$ cat src/rtl/riscv_if_fetchq.sv
`default_nettype none
// +--------------------------------------------------------------------------+
// | Module   : riscv_if_fetchq                                               |
// | Desc     : Instruction fetch stage with a halfword prefetch queue that    |
// |            feeds aligned 32-bit / RVC instructions into the IF/ID regs.  |
// | Revision : 1.0  initial release                                          |
// +--------------------------------------------------------------------------+
module riscv_if_fetchq #(
  parameter int unsigned QDEPTH   = 8,
  parameter logic [31:0] RESET_PC = 32'h0,
  parameter bit          RVC_EN   = 1'b1
) (
  input  logic        clk,
  input  logic        rst,
  input  logic        stall,
  input  logic        flush,
  input  logic        make_correction,
  input  logic [31:0] pc_correction,
  input  logic        ICACHE_stall,
  output logic        ICACHE_ren,
  output logic        ICACHE_wen,
  output logic [29:0] ICACHE_addr,
  input  logic [31:0] ICACHE_rdata,
  output logic [31:0] ICACHE_wdata,
  output logic [31:0] inst_ppl,
  output logic [31:0] pc_ppl,
  output logic        compressed_ppl,
  output logic [31:0] PC
);

  localparam int                   c_ptr_w     = $clog2(QDEPTH);
  localparam int                   c_cnt_w     = c_ptr_w + 1;
  localparam logic [1:0]           c_st_idle   = 2'd0;
  localparam logic [1:0]           c_st_req    = 2'd1;
  localparam logic [1:0]           c_st_drop   = 2'd2;
  localparam logic [31:0]          c_nop       = 32'h0000_0013;
  localparam logic [c_ptr_w-1:0]   c_ptr_one   = c_ptr_w'(1);
  localparam logic [c_cnt_w-1:0]   c_cnt_one   = c_cnt_w'(1);
  localparam logic [c_cnt_w-1:0]   c_cnt_two   = c_cnt_w'(2);
  localparam logic [c_cnt_w-1:0]   c_cnt_depth = c_cnt_w'(QDEPTH);

  logic [15:0]         r_ram [QDEPTH];
  logic [c_ptr_w-1:0]  r_rd_ptr;
  logic [c_ptr_w-1:0]  r_wr_ptr;
  logic [c_cnt_w-1:0]  r_count;
  logic [31:0]         r_pc;
  logic [31:0]         r_fetch_pc;
  logic [29:0]         r_drop_addr;
  logic [1:0]          r_state;
  logic [31:0]         r_inst;
  logic [31:0]         r_pc_ppl;
  logic                r_comp;

  logic [1:0]          w_state_nxt;
  logic                w_ren;
  logic [29:0]         w_addr;
  logic                w_resp;
  logic                w_wr;
  logic                w_is_c;
  logic                w_ready;
  logic                w_consume;
  logic [15:0]         w_head;
  logic [15:0]         w_head_nxt;
  logic [c_cnt_w-1:0]  w_len;
  logic [c_cnt_w-1:0]  w_free;
  logic [c_cnt_w-1:0]  w_wr_n;
  logic [c_cnt_w-1:0]  w_cons_n;
  logic [31:0]         w_target;
  logic                w_unused;

  // Halfword alignment is only meaningful when compressed code is enabled.
  assign w_target   = {pc_correction[31:2], pc_correction[1] & RVC_EN, 1'b0};
  assign w_unused   = pc_correction[0];

  assign w_head     = r_ram[r_rd_ptr];
  assign w_head_nxt = r_ram[r_rd_ptr + c_ptr_one];
  assign w_is_c     = RVC_EN && (w_head[1:0] != 2'b11);
  assign w_len      = w_is_c ? c_cnt_one : c_cnt_two;
  assign w_ready    = (r_count >= w_len);
  assign w_free     = c_cnt_depth - r_count;
  assign w_consume  = !stall && !flush && w_ready && !make_correction;
  assign w_resp     = w_ren && !ICACHE_stall;
  assign w_wr       = w_resp && (r_state != c_st_drop) && !make_correction;
  assign w_wr_n     = !w_wr ? '0 : (r_fetch_pc[1] ? c_cnt_one : c_cnt_two);
  assign w_cons_n   = w_consume ? w_len : '0;

  always_ff @(posedge clk) begin
    if (rst) begin
      r_state <= c_st_idle;
    end else begin
      r_state <= w_state_nxt;
    end
  end

  always_comb begin
    w_state_nxt = r_state;
    case (r_state)
      c_st_idle, c_st_req: begin
        if (w_ren) begin
          if (!ICACHE_stall) begin
            w_state_nxt = c_st_idle;
          end else if (make_correction) begin
            w_state_nxt = c_st_drop;
          end else begin
            w_state_nxt = c_st_req;
          end
        end
      end
      c_st_drop: begin
        if (!ICACHE_stall) begin
          w_state_nxt = c_st_idle;
        end
      end
      default: w_state_nxt = c_st_idle;
    endcase
  end

  // A dropped request keeps presenting the address the cache already accepted.
  always_comb begin
    w_ren  = 1'b0;
    w_addr = r_fetch_pc[31:2];
    case (r_state)
      c_st_idle: w_ren = (w_free >= c_cnt_two);
      c_st_req:  w_ren = 1'b1;
      c_st_drop: begin
        w_ren  = 1'b1;
        w_addr = r_drop_addr;
      end
      default:   w_ren = 1'b0;
    endcase
    if (rst) begin
      w_ren = 1'b0;
    end
  end

  always_ff @(posedge clk) begin
    if (r_state != c_st_drop) begin
      r_drop_addr <= r_fetch_pc[31:2];
    end
  end

  always_ff @(posedge clk) begin
    if (w_wr) begin
      if (r_fetch_pc[1]) begin
        r_ram[r_wr_ptr] <= ICACHE_rdata[31:16];
      end else begin
        r_ram[r_wr_ptr]             <= ICACHE_rdata[15:0];
        r_ram[r_wr_ptr + c_ptr_one] <= ICACHE_rdata[31:16];
      end
    end
  end

  always_ff @(posedge clk) begin
    if (rst) begin
      r_rd_ptr   <= '0;
      r_wr_ptr   <= '0;
      r_count    <= '0;
      r_pc       <= RESET_PC;
      r_fetch_pc <= RESET_PC;
    end else if (make_correction) begin
      r_rd_ptr   <= r_wr_ptr;
      r_count    <= '0;
      r_pc       <= w_target;
      r_fetch_pc <= w_target;
    end else begin
      if (w_wr) begin
        r_wr_ptr   <= r_wr_ptr + w_wr_n[c_ptr_w-1:0];
        r_fetch_pc <= {r_fetch_pc[31:2] + 30'd1, 2'b00};
      end
      if (w_consume) begin
        r_rd_ptr <= r_rd_ptr + w_len[c_ptr_w-1:0];
        r_pc     <= r_pc + (w_is_c ? 32'd2 : 32'd4);
      end
      r_count <= r_count + w_wr_n - w_cons_n;
    end
  end

  always_ff @(posedge clk) begin
    if (rst) begin
      r_inst   <= '0;
      r_pc_ppl <= '0;
      r_comp   <= 1'b0;
    end else if (!stall) begin
      r_pc_ppl <= r_pc;
      if (flush || !w_ready) begin
        r_inst <= c_nop;
        r_comp <= 1'b0;
      end else begin
        r_inst <= w_is_c ? {16'h0000, w_head} : {w_head_nxt, w_head};
        r_comp <= w_is_c;
      end
    end
  end

  assign ICACHE_ren     = w_ren;
  assign ICACHE_wen     = 1'b0;
  assign ICACHE_addr    = w_addr;
  assign ICACHE_wdata   = 32'h0;
  assign inst_ppl       = r_inst;
  assign pc_ppl         = r_pc_ppl;
  assign compressed_ppl = r_comp;
  assign PC             = r_pc;

endmodule
`default_nettype wire

$ cat config.mk
export PLATFORM = sky130hd
export DESIGN_NAME = riscv_if_fetchq
export DESIGN_NICKNAME = d
export VERILOG_FILES = /design/src/rtl/riscv_if_fetchq.sv
export SDC_FILE = /design/constraint.sdc
export NUM_CORES = 1
export LEC_CHECK = 0
export ABC_AREA = 0
export CAP_MARGIN = 20
export CORE_AREA = 2 2 173 175
export DETAILED_ROUTE_END_ITERATION = 10
export DIE_AREA = 0 0 175 177
export PLACE_DENSITY = 0.77
export RECOVER_POWER = 25
export SLEW_MARGIN = 40
export SYNTH_ARGS = -nofsm -noshare
export SYNTH_HDL_FRONTEND = slang
export SYNTH_SLANG_ARGS = --single-unit
$ cat constraint.sdc
create_clock -name clk -period 5.1 [get_ports clk]
set_clock_uncertainty 0.1 [all_clocks]
set_input_delay 1.02 -clock clk [delete_from_list [all_inputs] [get_ports clk]]
set_output_delay 1.02 -clock clk [all_outputs]
set_load 0.005 [all_outputs]
==> load_flow_metrics.sql, run 1 <==
INSERT INTO impl_metrics (metric_group, metric, value, unit) VALUES
('critical_path', 'critPathArrivalTime', '5.04', 'ns'),
('yosys', 'post_synth_most_frequent_cells', '158 x edfxtp_1, 155 x mux2_2, 141 x dfxtp_1', ''),
('yosys', 'post_synth_main_area_contributors', 'edfxtp_1 30%, dfxtp_1 18%, mux2_2 11%', ''),
('pwr', 'power.ir.vdd_worst', '0.2626', 'mV'),
('run_status', 'failed_checks', 'max-capacitance violations, max-slew violations', ''),
('routing', 'drt.antenna.violating_nets', '0', ''),
('place', 'port-buffer-count', '194', ''),
('pwr', 'share_clk_of_total_power', '37.9', '%'),
('timing', 'slew-limit-headroom', '-126.9', '%'),
('clock_network', 'cts.root.buffer_cell', 'clkbuf_16', ''),
('timing', 'slew_violations', '89', ''),
('pwr', 'total_leakage_power', '0.006692', 'µW'),
('pwr', 'relative_contribution_of_sequential_cells_to_total_power', '44.5', '%'),
('cells_and_area', 'final_layout_size_suffix_gt1_share', '22.24', '%'),
('worst_hold_path', 'whs_path_depth', '2', ''),
('pwr', 'power.internal', '4568', 'µW'),
('yosys', 'async_reset_ff_share', '0', '%'),
('critical_path', 'cp_max_fo', '12', ''),
('clock_network', 'cts_tree', 'done', ''),
('run_status', 'status', 'complete, but fails checks', ''),
('clock_network', 'worstSkewPairLatency', '0.53', 'ns'),
('yosys', 'synthDistinctLibCells', '69', ''),
('pwr', 'power.switching', '1683', 'µW'),
('global_routing', 'grt_pass1_wl', '66930', 'µm'),
('yosys', 'dominantRegCellSynth', 'edfxtp_1', ''),
('routing', 'drt-initial-drc-count', '1135', ''),
('routing', 'drc', '0', ''),
('timing', 'final.setup.tns', '0', 'ns'),
('critical_path', 'timing.reg2reg.worst_path_depth', '14', ''),
('worst_hold_path', 'worst_hold_path_type', 'reg2reg', ''),
('timing', 'max_freq', '209.7', 'MHz'),
('floorplanning', 'die_w', '175', 'µm'),
('cells_and_area', 'area_growth_syn_to_layout', '21.13', '%'),
('global_routing', 'grt_max_degree', '65', ''),
('critical_path', 'timing.critical_path.cells', 'mux4_2 -> nand3_1 -> o21a_1 -> ha_1 -> nor2b_1 -> o211ai_1 -> and2_1 -> nand3_1 -> fa_1 -> ha_1 -> a21o_1 -> a21oi_1 -> xnor2_1 -> nor3_1', ''),
('critical_path', 'crit_path_start_kind', 'flip-flop', ''),
('yosys', 'edff_count_synth', '158', ''),
('place', 'detailed_place.area', '17950', 'µm²'),
('routing', 'detail_route.vias_per_cell', '6.280', ''),
('yosys', 'yosys.area.top_type', 'edfxtp_1', ''),
('timing', 'timing_hold_violations_final', '0', ''),
('clock_network', 'clock_tree_buffer_depth', '3', ''),
('routing', 'dr.pass1.iters', '5', ''),
('floorplanning', 'design.portCount', '231', ''),
('critical_path', 'worst_path_largest_cell_delay', '0.61', 'ns'),
('critical_path', 'cp_data_required_time', '5.37', 'ns'),
('routing', 'vias', '11718', ''),
('global_routing', 'gr-usage-all-layers', '28.18', '%'),
('routing', 'finalWirelength', '43740', 'µm'),
('critical_path', 'worst-setup-path-type', 'reg2reg', ''),
('place', 'finalWeightedCongestion', '0.8150', ''),
('global_routing', 'busiest_layer', 'met2', ''),
('floorplanning', 'die_height', '177', 'µm'),
('floorplanning', 'initial_utilization', '53.78', '%'),
('critical_path', 'crit_path_capture_type', 'flip-flop', ''),
('yosys', 'ys_seq_elements', '299', ''),
('critical_path', 'crit_path_top_delay_cell', 'mux4_2', ''),
('run', 'max-cap-violations', '2', ''),
('timing', 'final.min_clock_period', '4.769', 'ns'),
('global_routing', 'grt_overflow', '0', ''),
('global_routing', 'grt.met3_usage', '5.369', '%'),
('yosys', 'postSynthAreaPerCell', '12.33', 'µm²'),
('clock_network', 'clkSlewWorstSetupHoldPaths', '0.06', 'ns'),
('clock_network', 'clock_buffers_created_by_tritoncts', '34', ''),
('floorplanning', 'placementRows', '63', ''),
('global_routing', 'vias_in_the_first_global_route', '11473', ''),
('yosys', 'mappedNetlistArea', '15730', 'µm²'),
('yosys', 'fraction_of_the_yosys_area_taken_by_sequential_cells', '48.11', '%'),
('cells_and_area', 'nets', '1545', ''),
('place', 'hpwl', '28840', 'µm'),
('yosys', 'synthMostInstantiatedCell', 'edfxtp_1', '');
[path summary, 6_finish.rpt]
path | start | slack, ns | to
min reg2reg | inst_ppl[25] | 0.35 | inst_ppl[25]
max | flip-flop | 0.33 | r_count[3]
min | inst_ppl[25] | 0.35 | inst_ppl[25]
max reg2reg | flip-flop | 0.33 | r_count[3]
[power groups by stage]
stage               Clock [µW]  Combinational [µW]  Sequential, µW
finish                    2370                1100            2780
global route              2490                1180            2790
CTS                       2390                1100            2780
detailed placement           0                1080            2830
global placement             0                1060            2820
floorplan                    0                 698            2790
[registers in the layout, summed over array words and instances, names as in the netlist, named ones only]
signal,cells
PC,31
r_drop_addr,30
inst_ppl,32
r_state,2
pc_ppl,31
r_wr_ptr,3
r_rd_ptr,3
compressed_ppl,1
r_count,4
r_fetch_pc,31
r_ram,128
[metrics by stage]
step | setup WS, ns | cells | hold slack (ns) | utilization [%] | power (µW)
after CTS | 0.3332 | 1865 | 0.3586 | 65.09 | 6268
final | 0.3315 | 1866 | 0.3499 | 65.14 | 6251
after floorplan | 0.6904 | 1310 | 0.3415 | - | 3487
after global placement | 0.6092 | 1802 | 0.3402 | 61.34 | 3876
after global routing | 0.04792 | 1866 | 0.3698 | 65.14 | 6469
after detailed placement | 0.4326 | 1803 | 0.3469 | 61.40 | 3912
[logic make-up (layout without fill, tap and decap cells)]
family	Yosys count	after routing	share of synthesized area, %
AOI/OAI and AO/OA	226	226	11.06
xor gates and xnor gates	18	18	1.002
adders and majority gates	26	26	2.307
buffers and inverters	159	324	4.837
DFF	299	299	48.11
muxes	282	282	24.36
other	1	36	0.02384
and+or+nand+nor	265	265	8.297
[layout by cell type, fill, tap and decap left out, types with 26 or more instances in the layout]
cell             Yosys  layout
dlygate4sd3_1        0      54
inv_1               34      33
o31a_1              50      50
conb_1               1      35
edfxtp_1           158     158
nor2_1              67      67
dfxtp_1            141     140
o21a_1              41      41
clkdlybuf4s50_1      0     137
mux4_2              64      64
nand2_1             65      65
buf_4               38      30
o21ai_0             32      31
mux2i_1             52      52
nand3_1             27      26
mux2_2             155     155
clkbuf_16            0      35
[worst max-delay path: cells and delay by family, from the launching register on]
| family | cells | cell delay, ns |
|---|---|---|
| multiplexers | 1 | 0.61 |
| AND/OR/NAND/NOR | 5 | 1.02 |
| flip-flops | 1 | 0.59 |
| XOR/XNOR | 1 | 0.20 |
| adder cells (fa/ha/maj) | 3 | 1.07 |
| AO/OA/AOI/OAI | 4 | 1.01 |
[area by class of cell]
cell class / count / area, µm²
inverter: 35 / 131.4
timing repair buffer: 227 / 2173
multi-input combinational: 852 / 7607
tap: 390 / 488.0
antenna: 1 / 2.502
fill: 2148 / 10190
clock buffer: 50 / 992.2
clock inverter: 12 / 87.58
sequential: 299 / 7569
[routing by layer]
| layer | vias to the layer above | routed length (µm) |
|---|---|---|
| li1 | 5230 | - |
| met1 | 5753 | 17250 |
| met2 | 610 | 20800 |
| met3 | 125 | 3521 |
| met4 | 0 | 2176 |
| met5 | - | 0 |
Power figures use the tool's default switching activity.
==> inputs of run 2 (changes only) <==
Settings changed: CORE_AREA 2 2 173 175 to 2 2 190 192, DIE_AREA 0 0 175 177 to 0 0 192 194, PLACE_DENSITY 0.77 to 0.65.
==> run 2 against run 1 <==
The flow still finishes with violations (max-capacitance violations, max-slew violations). Global-route usage shrank 4.7 points. Non-clock buffer count increased by 3. Flip-flop and latch count unchanged. Wire length is 0.53% higher. Critical path depth shrank 9. Maximum frequency is 6.8% higher. Via count shrank 3.4%. Combinational power is essentially flat. Setup slack better by 0.30 ns.
==> load_flow_metrics.sql, run 2 (synthesis gave the netlist of run 1 again) <==
INSERT INTO impl_metrics (metric_group, metric, value, unit) VALUES
('global_routing', 'gr-usage-all-layers', '23.49', '%'),
('cells_and_area', 'area_of_the_multi_input_gates', '7590', 'µm²'),
('clock_network', 'clock_tree_buffer_depth', '3', ''),
('pwr', 'power.ir.vdd_worst', '0.2300', 'mV'),
('timing', 'rsz0062_at_grt', 'no', ''),
('timing', 'layout_worst_path_cycle_share', '87.55', '%'),
('routing', 'drc', '0', ''),
('clock_network', 'cts.htree.levels', '2', ''),
('pwr', 'relative_contribution_of_sequential_cells_to_total_power', '44.8', '%'),
('clock_network', 'tritoncts_num_sinks', '299', ''),
('worst_hold_path', 'worstHoldStart', 'inst_ppl[30]', ''),
('timing', 'final.setup.tns', '0', 'ns'),
('timing', 'tightest_slew', '1.835', 'ns'),
('routing', 'dr.pass1.iters', '5', ''),
('timing', 'timing_hold_violations_final', '0', ''),
('critical_path', 'cp_data_required_time', '3.98', 'ns'),
('global_routing', 'grt_pass1_wl', '66750', 'µm'),
('run', 'max-cap-violations', '1', ''),
('critical_path', 'worst_path_largest_cell_delay', '1.31', 'ns'),
('critical_path', 'timing.critical_path.cells', 'inv_1 -> ha_1 -> clkbuf_1 -> mux2_2 -> clkdlybuf4s50_1', ''),
('place', 'hpwl', '29100', 'µm'),
('clock_network', 'clkSlewWorstSetupHoldPaths', '0.06', 'ns'),
('pwr', 'power.density', '324.1', 'nW/µm²'),
('floorplanning', 'die_height', '194', 'µm'),
('pwr', 'total_leakage_power', '0.006703', 'µW'),
('cells_and_area', 'largest_reg_flops', '128', ''),
('clock_network', 'cts_resized', '0', ''),
('cells_and_area', 'leading_cell_types_in_the_layout_fill_and_taps_excluded', '158 x edfxtp_1, 155 x mux2_2, 140 x dfxtp_1', ''),
('clock_network', 'cts_tree', 'done', ''),
('pwr', 'share_clk_of_total_power', '37.7', '%'),
('critical_path', 'crit_path_start_kind', 'flip-flop', ''),
('global_routing', 'grt_max_degree', '65', ''),
('floorplanning', 'core_area', '35220', 'µm²'),
('routing', 'detail_route.vias_per_cell', '5.842', ''),
('floorplanning', 'die_w', '192', 'µm'),
('critical_path', 'worst-setup-path-type', 'reg2out', ''),
('cells_and_area', 'final-seq-area', '7569', 'µm²'),
('timing', 'fin_hold_ws', '0.3490', 'ns'),
('cells_and_area', 'nets', '1548', ''),
('critical_path', 'critPathArrivalTime', '3.35', 'ns'),
('cells_and_area', 'stdcell_count', '1938', ''),
('place', 'finalWeightedCongestion', '0.8194', ''),
('run_status', 'status', 'complete, but fails checks', ''),
('pwr', 'power.switching', '1632', 'µW'),
('floorplanning', 'initial_utilization', '44.65', '%'),
('clock_network', 'cts.root.buffer_cell', 'clkbuf_16', ''),
('critical_path', 'crit_path_capture_type', 'output port', ''),
('routing', 'post_detailed_route_wirelength_per_cell', '22.69', 'µm'),
('clock_network', 'postCtsSetupRepairBufs', '0', ''),
('timing', 'slew_violations', '39', ''),
('cells_and_area', 'fillCellCount', '3038', ''),
('clock_network', 'post_cts_hold_buffer_count', '0', ''),
('critical_path', 'cp_max_fo', '38', ''),
('global_routing', 'grt_overflow', '0', ''),
('routing', 'vias', '11321', ''),
('pwr', 'switching_share', '26.34', '%'),
('pwr', 'comb_power_share', '17.5', '%'),
('global_routing', 'antenna_violations_before_repair', '2', ''),
('timing', 'final.min_clock_period', '4.465', 'ns'),
('critical_path', 'crit_path_top_delay_cell', 'clkbuf_1', ''),
('floorplanning', 'design.portCount', '231', ''),
('cells_and_area', 'most_common_cell_after_layout_fill_and_taps_aside', 'edfxtp_1', ''),
('floorplanning', 'placementRows', '69', ''),
('cells_and_area', 'final_layout_size_suffix_gt1_share', '22.15', '%'),
('place', 'place_inst', '1877', ''),
('floorplanning', 'dieArea', '37250', 'µm²'),
('timing', 'slew-limit-headroom', '-22.36', '%'),
('routing', 'finalWirelength', '43970', 'µm'),
('worst_hold_path', 'worst_hold_path_type', 'reg2reg', ''),
('clock_network', 'worstSkewPairLatency', '0.51', 'ns'),
('routing', 'drt.antenna.violating_nets', '0', ''),
('cells_and_area', 'registers.top_by_ff_count', 'r_ram', ''),
('global_routing', 'vias_in_the_first_global_route', '11162', ''),
('place', 'port-buffer-count', '194', ''),
('pwr', 'power.internal', '4564', 'µW'),
('timing', 'max_freq', '224.0', 'MHz'),
('cells_and_area', 'area_growth_syn_to_layout', '21.58', '%'),
('timing', 'report.final.setup_viol', '0', ''),
('routing', 'drt-initial-drc-count', '694', ''),
('clock_network', 'clock_buffers_created_by_tritoncts', '34', ''),
('critical_path', 'critical_path.startpoint', 'r_state[0]', ''),
('run_status', 'failed_checks', 'max-capacitance violations, max-slew violations', '');
-- run 2: changes by cell type in the layout (fill, tap and decap cells not counted), moves of 2 or more --
cell	previous run	this run
buf_4	30	33
clkbuf_8	6	3
clkinv_1	2	4
clkinvlp_4	2	0
-- run 2: final timing paths --
kind                                       end  slack, ns  cells past startpoint
worst max-delay path            ICACHE_addr[0]       0.63                      5
worst max register to register      r_count[3]       0.87                     16
worst min register to register    inst_ppl[30]       0.35                      2
worst min-delay path              inst_ppl[30]       0.35                      2
-- run 2: final cells by class --
class	instances	share of cell area, %
inverter	35	0.6870
clock buffer	48	5.012
sequential	299	39.58
antenna	1	0.01309
multi-input combinational	852	39.69
timing repair buffer	230	11.54
clock inverter	12	0.4580
tap	461	3.016
-- run 2: power by group through the flow --
stage | Clock, µW | Combinational (µW) | Sequential, µW
final | 2330 | 1080 | 2780
after global routing | 2470 | 1170 | 2790
after CTS | 2380 | 1100 | 2780
after detailed placement | 0 | 1090 | 2830
after global placement | 0 | 1070 | 2820
after floorplan | 0 | 698 | 2790
-- run 2: layer usage --
layer | vias up | wire, µm | track usage, %
li1 | 5221 | - | -
met5 | - | 0 | 0
met2 | 404 | 20640 | 37.91
met3 | 88 | 3136 | 4.561
met4 | 0 | 1705 | 9.302
met1 | 5608 | 18490 | 31.13
-- run 2: critical path: cells and delay by family, from the launching register on --
kind	cells	cell delay, ns
flops	1	0.34
buf+inv	3	1.86
mux	1	0.45
fa+ha+maj	1	0.16
-- run 2: metrics by stage --
step           area [µm²]  power, µW  utilization, %  setup WS, ns
6_report            19120       6197           54.29        0.6348
5_1_grt             19120       6442           54.29        0.3742
4_1_cts             19120       6253           54.29        0.8429
3_5_place_dp        18080       3918           51.32        0.6763
3_3_place_gp        18040       3894           51.23        0.7227
2_1_floorplan       15860       3487               -        0.6904
